## src/rtl/uart_rx_pkg.sv

```systemverilog
// Shared types for the parametrised UART receiver. These are the FSM states, the per-entry
// status flags, the frame configuration that is latched at start-bit confirm, and the data-bits clamp.
package uart_rx_pkg;

    localparam int MIN_DATA_BITS = 5;

    typedef enum logic [2:0] {
        ST_IDLE,
        ST_START,
        ST_DATA,
        ST_PARITY,
        ST_STOP,
        ST_BRK_WAIT
    } rx_state_e;

    // Status half of a FIFO entry. The data half is sized by DATA_W, so the top module builds the full entry.
    typedef struct packed {
        logic perr;
        logic ferr;
        logic brk;
    } rx_flags_t;

    typedef struct packed {
        logic [3:0] bits;
        logic       parity_en;
        logic       parity_odd;
        logic       stop2;
    } rx_cfg_t;

    function automatic logic [3:0] clamp_bits(input logic [3:0] bits, input int max_bits);
        if (int'(bits) < MIN_DATA_BITS || int'(bits) > max_bits) begin
            return 4'(max_bits);
        end
        return bits;
    endfunction

endpackage

```

## src/rtl/uart_rx_fifo.sv

```systemverilog
// Synchronous first-word-fall-through FIFO. The head word is visible on rd_data_o whenever
// the FIFO is not empty. A write into a full FIFO succeeds only if a pop happens in the same cycle.
module uart_rx_fifo #(
    parameter int WIDTH = 12,
    parameter int DEPTH = 16
) (
    input  logic                         clk,
    input  logic                         reset,
    input  logic                         wr_en_i,
    input  logic [WIDTH-1:0]             wr_data_i,
    input  logic                         rd_en_i,
    output logic [WIDTH-1:0]             rd_data_o,
    output logic [$clog2(DEPTH+1)-1:0]   level_o,
    output logic                         full_o,
    output logic                         empty_o
);

    localparam int AW    = $clog2(DEPTH);
    localparam int LVL_W = $clog2(DEPTH + 1);

    logic [WIDTH-1:0] mem_q [DEPTH];
    logic [AW:0]      wr_ptr_q, wr_ptr_d;
    logic [AW:0]      rd_ptr_q, rd_ptr_d;
    logic             wr_fire, rd_fire;

    assign empty_o = (wr_ptr_q == rd_ptr_q);
    assign level_o = wr_ptr_q - rd_ptr_q;
    assign full_o  = (level_o == LVL_W'(DEPTH));

    assign rd_fire = rd_en_i && !empty_o;
    assign wr_fire = wr_en_i && (!full_o || rd_en_i);

    // Gate the head word so that an empty FIFO presents zeros and not stale contents.
    assign rd_data_o = empty_o ? '0 : mem_q[rd_ptr_q[AW-1:0]];

    always_comb begin
        wr_ptr_d = wr_ptr_q;
        rd_ptr_d = rd_ptr_q;
        if (wr_fire) wr_ptr_d = wr_ptr_q + 1'b1;
        if (rd_fire) rd_ptr_d = rd_ptr_q + 1'b1;
    end

    always_ff @(posedge clk) begin
        if (reset) begin
            wr_ptr_q <= '0;
            rd_ptr_q <= '0;
        end else begin
            wr_ptr_q <= wr_ptr_d;
            rd_ptr_q <= rd_ptr_d;
        end
    end

    // NOTE: the storage array has no reset. The pointers alone define which entries are valid.
    always_ff @(posedge clk) begin
        if (wr_fire) mem_q[wr_ptr_q[AW-1:0]] <= wr_data_i;
    end

endmodule

```

## src/rtl/uart_rx_param.sv

```systemverilog
// Parametrised UART receiver. It has a synchroniser with a 2-of-3 vote front end, a frame FSM
// with parity, stop and break checks, and an integrated FWFT RX FIFO that carries per-entry error flags.
module uart_rx_param
    import uart_rx_pkg::*;
#(
    parameter int DATA_W      = 8,
    parameter int FIFO_DEPTH  = 16,
    parameter int OVERSAMPLE  = 16,
    parameter int SYNC_STAGES = 2
) (
    input  logic                              clk,
    input  logic                              reset,
    input  logic                              baud_en,
    input  logic                              rx,
    input  logic [3:0]                        cfg_bits,
    input  logic                              cfg_parity_en,
    input  logic                              cfg_parity_odd,
    input  logic                              cfg_stop2,
    input  logic                              rd_en,
    input  logic                              clr_overflow,
    output logic [DATA_W-1:0]                 rd_data,
    output logic                              rd_parity_err,
    output logic                              rd_frame_err,
    output logic                              rd_break,
    output logic                              rx_valid,
    output logic                              fifo_full,
    output logic [$clog2(FIFO_DEPTH+1)-1:0]   fifo_level,
    output logic                              overflow
);

    localparam int CNT_W = $clog2(OVERSAMPLE);

    typedef struct packed {
        logic [DATA_W-1:0] data;
        rx_flags_t         flags;
    } rx_entry_t;

    localparam int ENTRY_W = $bits(rx_entry_t);

    logic [SYNC_STAGES-1:0] sync_q;
    logic [2:0]             vote_q;
    logic                   rx_s, bit_v;

    rx_state_e         state_q, state_d;
    logic [CNT_W-1:0]  cnt_q, cnt_d;
    logic [3:0]        bit_cnt_q, bit_cnt_d;
    logic              stop_cnt_q, stop_cnt_d;
    logic [DATA_W-1:0] shift_q, shift_d;
    logic              par_q, par_d;
    logic              perr_q, perr_d;
    logic              ferr_q, ferr_d;
    logic              zero_q, zero_d;
    rx_cfg_t           cfg_q, cfg_d;
    logic              overflow_q, overflow_d;

    logic              cnt_last, cnt_half;
    logic              push, drop, fifo_empty;
    rx_entry_t         push_entry, head;

    // Both the synchroniser and the vote register preset to idle-high, so reset can never look like a start bit.
    always_ff @(posedge clk) begin
        if (reset) begin
            sync_q <= '1;
            vote_q <= '1;
        end else begin
            sync_q <= {sync_q[SYNC_STAGES-2:0], rx};
            if (baud_en) vote_q <= {vote_q[1:0], rx_s};
        end
    end

    assign rx_s  = sync_q[SYNC_STAGES-1];
    assign bit_v = (vote_q[0] & vote_q[1]) | (vote_q[0] & vote_q[2]) | (vote_q[1] & vote_q[2]);

    assign cnt_last = (cnt_q == CNT_W'(OVERSAMPLE - 1));
    assign cnt_half = (cnt_q == CNT_W'(OVERSAMPLE / 2 - 1));

    // The entry is built from the bit being sampled now, which is the last stop bit, when push is high.
    assign push_entry = '{data:  shift_q,
                          flags: '{perr: perr_q,
                                   ferr: ferr_q | ~bit_v,
                                   brk:  zero_q & ~bit_v}};

    // NOTE: every variable gets its default before the case, so no path can leave one unassigned and infer a latch.
    always_comb begin
        state_d    = state_q;
        cnt_d      = cnt_q;
        bit_cnt_d  = bit_cnt_q;
        stop_cnt_d = stop_cnt_q;
        shift_d    = shift_q;
        par_d      = par_q;
        perr_d     = perr_q;
        ferr_d     = ferr_q;
        zero_d     = zero_q;
        cfg_d      = cfg_q;
        push       = 1'b0;

        if (baud_en) begin
            unique case (state_q)
                ST_IDLE: begin
                    if (!bit_v) begin
                        state_d = ST_START;
                        cnt_d   = '0;
                    end
                end
                ST_START: begin
                    if (cnt_half) begin
                        if (!bit_v) begin
                            state_d          = ST_DATA;
                            cnt_d            = '0;
                            bit_cnt_d        = '0;
                            stop_cnt_d       = 1'b0;
                            shift_d          = '0;
                            par_d            = 1'b0;
                            perr_d           = 1'b0;
                            ferr_d           = 1'b0;
                            zero_d           = 1'b1;
                            cfg_d.bits       = clamp_bits(cfg_bits, DATA_W);
                            cfg_d.parity_en  = cfg_parity_en;
                            cfg_d.parity_odd = cfg_parity_odd;
                            cfg_d.stop2      = cfg_stop2;
                        end else begin
                            state_d = ST_IDLE;
                        end
                    end else begin
                        cnt_d = cnt_q + 1'b1;
                    end
                end
                ST_DATA: begin
                    if (cnt_last) begin
                        cnt_d = '0;
                        for (int i = 0; i < DATA_W; i++) begin
                            if (int'(bit_cnt_q) == i) shift_d[i] = bit_v;
                        end
                        par_d     = par_q ^ bit_v;
                        zero_d    = zero_q & ~bit_v;
                        bit_cnt_d = bit_cnt_q + 1'b1;
                        if (bit_cnt_q == cfg_q.bits - 4'd1) begin
                            state_d = cfg_q.parity_en ? ST_PARITY : ST_STOP;
                        end
                    end else begin
                        cnt_d = cnt_q + 1'b1;
                    end
                end
                ST_PARITY: begin
                    if (cnt_last) begin
                        cnt_d   = '0;
                        perr_d  = bit_v ^ par_q ^ cfg_q.parity_odd;
                        zero_d  = zero_q & ~bit_v;
                        state_d = ST_STOP;
                    end else begin
                        cnt_d = cnt_q + 1'b1;
                    end
                end
                ST_STOP: begin
                    if (cnt_last) begin
                        cnt_d  = '0;
                        ferr_d = ferr_q | ~bit_v;
                        zero_d = zero_q & ~bit_v;
                        if (cfg_q.stop2 && !stop_cnt_q) begin
                            stop_cnt_d = 1'b1;
                        end else begin
                            push    = 1'b1;
                            state_d = (zero_q & ~bit_v) ? ST_BRK_WAIT : ST_IDLE;
                        end
                    end else begin
                        cnt_d = cnt_q + 1'b1;
                    end
                end
                ST_BRK_WAIT: begin
                    if (bit_v) state_d = ST_IDLE;
                end
                default: state_d = ST_IDLE;
            endcase
        end
    end

    // A drop happens only when the FIFO is full and nothing leaves it in the same cycle. If set and clear coincide, set wins.
    assign drop = push && fifo_full && !rd_en;

    always_comb begin
        overflow_d = overflow_q;
        if (clr_overflow) overflow_d = 1'b0;
        if (drop)         overflow_d = 1'b1;
    end

    // NOTE: sequential state uses non-blocking assignments only, so every register sees pre-edge values.
    always_ff @(posedge clk) begin
        if (reset) begin
            state_q    <= ST_IDLE;
            cnt_q      <= '0;
            bit_cnt_q  <= '0;
            stop_cnt_q <= 1'b0;
            shift_q    <= '0;
            par_q      <= 1'b0;
            perr_q     <= 1'b0;
            ferr_q     <= 1'b0;
            zero_q     <= 1'b0;
            cfg_q      <= '0;
            overflow_q <= 1'b0;
        end else begin
            state_q    <= state_d;
            cnt_q      <= cnt_d;
            bit_cnt_q  <= bit_cnt_d;
            stop_cnt_q <= stop_cnt_d;
            shift_q    <= shift_d;
            par_q      <= par_d;
            perr_q     <= perr_d;
            ferr_q     <= ferr_d;
            zero_q     <= zero_d;
            cfg_q      <= cfg_d;
            overflow_q <= overflow_d;
        end
    end

    uart_rx_fifo #(
        .WIDTH (ENTRY_W),
        .DEPTH (FIFO_DEPTH)
    ) u_fifo (
        .clk       (clk),
        .reset     (reset),
        .wr_en_i   (push),
        .wr_data_i (push_entry),
        .rd_en_i   (rd_en),
        .rd_data_o (head),
        .level_o   (fifo_level),
        .full_o    (fifo_full),
        .empty_o   (fifo_empty)
    );

    assign rd_data       = head.data;
    assign rd_parity_err = head.flags.perr;
    assign rd_frame_err  = head.flags.ferr;
    assign rd_break      = head.flags.brk;
    assign rx_valid      = !fifo_empty;
    assign overflow      = overflow_q;

endmodule

```

## config.mk

```make
export PLATFORM = sky130hd
export DESIGN_NAME = uart_rx_param
export DESIGN_NICKNAME = d
export VERILOG_FILES = /design/src/rtl/uart_rx_pkg.sv /design/src/rtl/uart_rx_fifo.sv /design/src/rtl/uart_rx_param.sv
export SDC_FILE = /design/constraint.sdc
export NUM_CORES = 1
export LEC_CHECK = 0
export CAP_MARGIN = 20
export CORE_UTILIZATION = 61
export DETAILED_ROUTE_END_ITERATION = 12
export PLACE_DENSITY = 0.79
export SLEW_MARGIN = 20
export SYNTH_ARGS = -nofsm -noshare
export SYNTH_HDL_FRONTEND = slang
export SYNTH_HIERARCHICAL = 1
export SYNTH_SLANG_ARGS = --single-unit
```

## constraint.sdc

```tcl
create_clock -name clk -period 3 [get_ports clk]
set_input_delay 0.6 -clock clk [delete_from_list [all_inputs] [get_ports clk]]
set_output_delay 0.6 -clock clk [all_outputs]
set_load 0.02 [all_outputs]
```

==> flow_metrics.py <==
metrics = {
    "run_status": {
        "status": "finished, violations left",
        "violations": "negative setup slack",
    },
    "worst_setup_path": {
        "rrSetupSlack_ns": 0.06,
        "cp_data_required_time_ns": 2.40,
        "cpPeakStageDelay_ns": 0.53,
        "critPathKind": "register to primary output",
        "timing.rr.end": "u_fifo/mem_q[7][2]$_DFFE_PP_",
        "cp_slowest_cell": "mux4_2",
        "timing.rr.start": "u_fifo/rd_ptr_q[2]$_SDFFE_PP0P_",
        "path_buf_inv": 4,
        "cp_top_family": "multiplexers",
        "cp-end-kind": "primary output",
        "crit_path_frequent_cell": "mux4_2",
        "crit_arrival_ns": 2.61,
        "crit_fanout": 5,
        "path_cells": "buf_12 -> buf_16 -> buf_4 -> mux4_2 -> mux4_2 -> nor2b_4 -> buf_6",
        "r2r_cells": 10,
        "start_kind": "register",
    },
    "synth": {
        "post_synth_num_cell_types": 66,
        "synthCells": 622,
        "ys_top_cells_by_area": "edfxtp_1, dfxtp_1, mux4_2",
        "synth_xor_area_frac": 0.0143,
        "ys_warn_count": 6,
        "yosys.area_share.simple": 0.0852,
        "synth_most_common_cell": "edfxtp_1",
        "synthesis.nets": 651,
        "synth-adder-area-share": 0.0224,
        "synth.top_cell.area_share": 0.540,
        "ys_async_sr_fraction": 0,
        "yosys.area.top_type": "edfxtp_1",
        "synth_seq_cells": 227,
        "synth-seq-area-share": 0.644,
        "synth_top_family_by_area": "multiplexers",
        "synth_edf_count": 176,
        "muxShareOfSynthArea": 0.139,
        "synth_ff_type": "edfxtp_1",
        "syn_area_mm2": 0.00979,
        "yosys-top-cells-count": "edfxtp_1, dfxtp_1, mux4_2",
        "synth.avg_cell_area_um2": 15.7,
        "synth_compound_area_frac": 0.0646,
    },
    "run": {
        "drv_cap": 0,
    },
    "cts": {
        "cts_tree": "yes",
        "cts_buffers": 23,
        "cts-root-buf": "clkbuf_16",
        "cts.sinks": 227,
        "clock_path_buffers": 3,
        "clk_latency_ns": 0.51,
        "clkTransAtPathRegs_ns": 0.06,
        "h-tree-depth": 1,
    },
    "floorplan": {
        "fp-row-count": 45,
        "die_x_um": 129,
        "die_h_um": 129,
        "ioPinCount": 32,
        "start_util": 0.634,
        "die-area_mm2": 0.0166,
        "design.core.area_mm2": 0.0154,
    },
    "timing": {
        "fmax_ghz": 0.312,
        "rsz0062_at_grt": "yes",
        "finalCriticalPeriod_ns": 3.21,
        "hold_viol": 0,
        "worstMarginPinSlew_ns": 0.681,
        "setup_violations": 11,
        "relSlewSlack": 0.545,
        "layout_setup_ws_ns": -0.209,
        "drv_slew": 0,
        "finalClockSkew_ns": 0.0175,
        "finalSetupTns_ns": -1.17,
        "final.period_utilization": 1.07,
    },
    "power": {
        "power.net_switching_mw": 1.40,
        "p_clk_frac": 0.469,
        "cellInternalPower_mw": 5.43,
        "p_per_area_mw_per_mm2": 575,
        "combPwrFrac": 0.035,
        "p_leak_nw": 4.40,
        "sequentialPowerShare": 0.496,
        "swShare": 0.205,
        "vdd_drop_max_mv": 0.355,
        "p_total_mw": 6.83,
    },
    "routing": {
        "wl_mm": 24.8,
        "drc": 0,
        "drt_first_iter_violations": 656,
        "viasPerCell": 6.63,
        "drt-pass1-iter-count": 5,
        "vias": 6216,
        "ant_nets": 0,
        "wire_per_inst_um": 26.5,
    },
    "final_layout": {
        "fillers": 860,
        "syn2layout_area_growth_pct": 21.4,
        "nets": 738,
        "diodes": 0,
        "final_layout_size_suffix_gt1_frac": 0.270,
        "fin_cells": 937,
    },
    "grt": {
        "overflow": 0,
        "grt_pass1_wl_mm": 36.4,
        "antenna_found_initial": 0,
        "grt_max_degree": 24,
        "grt_usage": 0.304,
        "grt_pass1_vias": 6151,
    },
    "placed_design": {
        "port-buffer-count": 31,
        "dp_cells": 868,
        "gp_congestion": 0.886,
        "dpl.hpwl_mm": 13.0,
    },
    "min_path": {
        "worstHoldPathType": "register to register",
        "min_to": "sync_q[1]$_SDFF_PP1_",
        "hold_path_depth": 1,
        "worstHoldStart": "sync_q[0]$_SDFF_PP1_",
    },
}
-- layout by cell type, fill, tap and decap left out, drive strengths merged, types with 10 or more instances in the layout --
| cell type | instances |
|---|---|
| nand3 | 16 |
| buf | 72 |
| dfxtp | 51 |
| inv | 28 |
| o21ai | 11 |
| clkbuf | 29 |
| a21oi | 30 |
| nor2b | 16 |
| edfxtp | 176 |
| and3 | 17 |
| nor2 | 36 |
| mux4 | 55 |
| clkdlybuf4s50 | 15 |
| nand2 | 30 |
| nor3 | 10 |
| ha | 15 |
-- worst max-delay path by stage --
stage | end | slack (ns) | cells past startpoint
floorplan | u_fifo/mem_q[11][0]$_DFFE_PP_ | 0.0007 | 11
global placement | rd_break | 0.08 | 5
global route | rd_frame_err | -0.22 | 7
CTS | rd_frame_err | -0.17 | 7
finish | rd_frame_err | -0.21 | 7
detailed placement | rd_frame_err | 0.04 | 5
-- sequential cells by signal, indices dropped and copies added (netlist names), 2 cells and up, named ones only --
name and flops:
cnt_q 4, u_fifo/rd_ptr_q 5, u_fifo/mem_q 176, sync_q 2, cfg_q 7, u_fifo/wr_ptr_q 5, bit_cnt_q 4, state_q 3
vote_q 3, shift_q 8
-- layer usage --
| layer | track usage | vias to the layer above | routed length [um] |
|---|---|---|---|
| met5 | 0 | - | 0 |
| li1 | - | 2625 | - |
| met2 | 0.538 | 383 | 12900 |
| met4 | 0.111 | 0 | 985 |
| met3 | 0.0432 | 85 | 2000 |
| met1 | 0.382 | 3123 | 8900 |
-- power groups by stage --
stage | Combinational, mW | Clock [mW] | Sequential (mW)
2_1_floorplan | 0.209 | 0 | 3.43
3_3_place_gp | 0.221 | 0 | 3.46
3_5_place_dp | 0.233 | 0 | 3.46
4_1_cts | 0.235 | 3.22 | 3.39
5_1_grt | 0.263 | 3.36 | 3.39
6_report | 0.239 | 3.20 | 3.39
-- timing repair --
action,4_1_cts,5_1_grt
pin swaps,3,4
cloned,3,3
hold buffers,0,0
endpoints found under the hold margin,0,0
setup endpoints to repair,16,14
resized for setup,79,22
buffers inserted,9,13
-- kinds of logic after synthesis --
logic type | after synthesis
fa+ha+maj | 17
compound gates | 90
xor+xnor | 16
mux | 62
buf+inv | 58
simple gates | 152
flops | 227
-- final cells by class --
class | instances | area [um2] | area share
Sequential cell | 227 | 6310 | 0.531
Multi-Input combinational cell | 337 | 3190 | 0.269
Timing Repair Buffer | 94 | 1160 | 0.0978
Clock buffer | 26 | 607 | 0.0511
Tap cell | 211 | 264 | 0.0222
Clock inverter | 16 | 243 | 0.0204
Inverter | 26 | 97.6 | 0.00822
-- worst reg2reg max path: stages, from the launching register on --
cell       delay (ns)
dfxtp_1          0.38
inv_1            0.09
ha_1             0.36
a21oi_1          0.24
a21boi_0         0.22
o2111ai_2        0.30
inv_2            0.07
buf_4            0.16
a21oi_4          0.34
and3_1           0.31
buf_12           0.19
-- through the flow --
step	utilization	worst slack [ns]	area [um2]	hold slack [ns]
6_report	0.770	-0.209	11900	0.409
5_1_grt	0.770	-0.218	11900	0.424
4_1_cts	0.756	-0.165	11700	0.411
3_5_place_dp	0.693	0.0365	10700	0.397
3_3_place_gp	0.693	0.0841	10700	0.392
2_1_floorplan	-	0.000747	9790	0.389
Power figures use the tool's default switching activity.
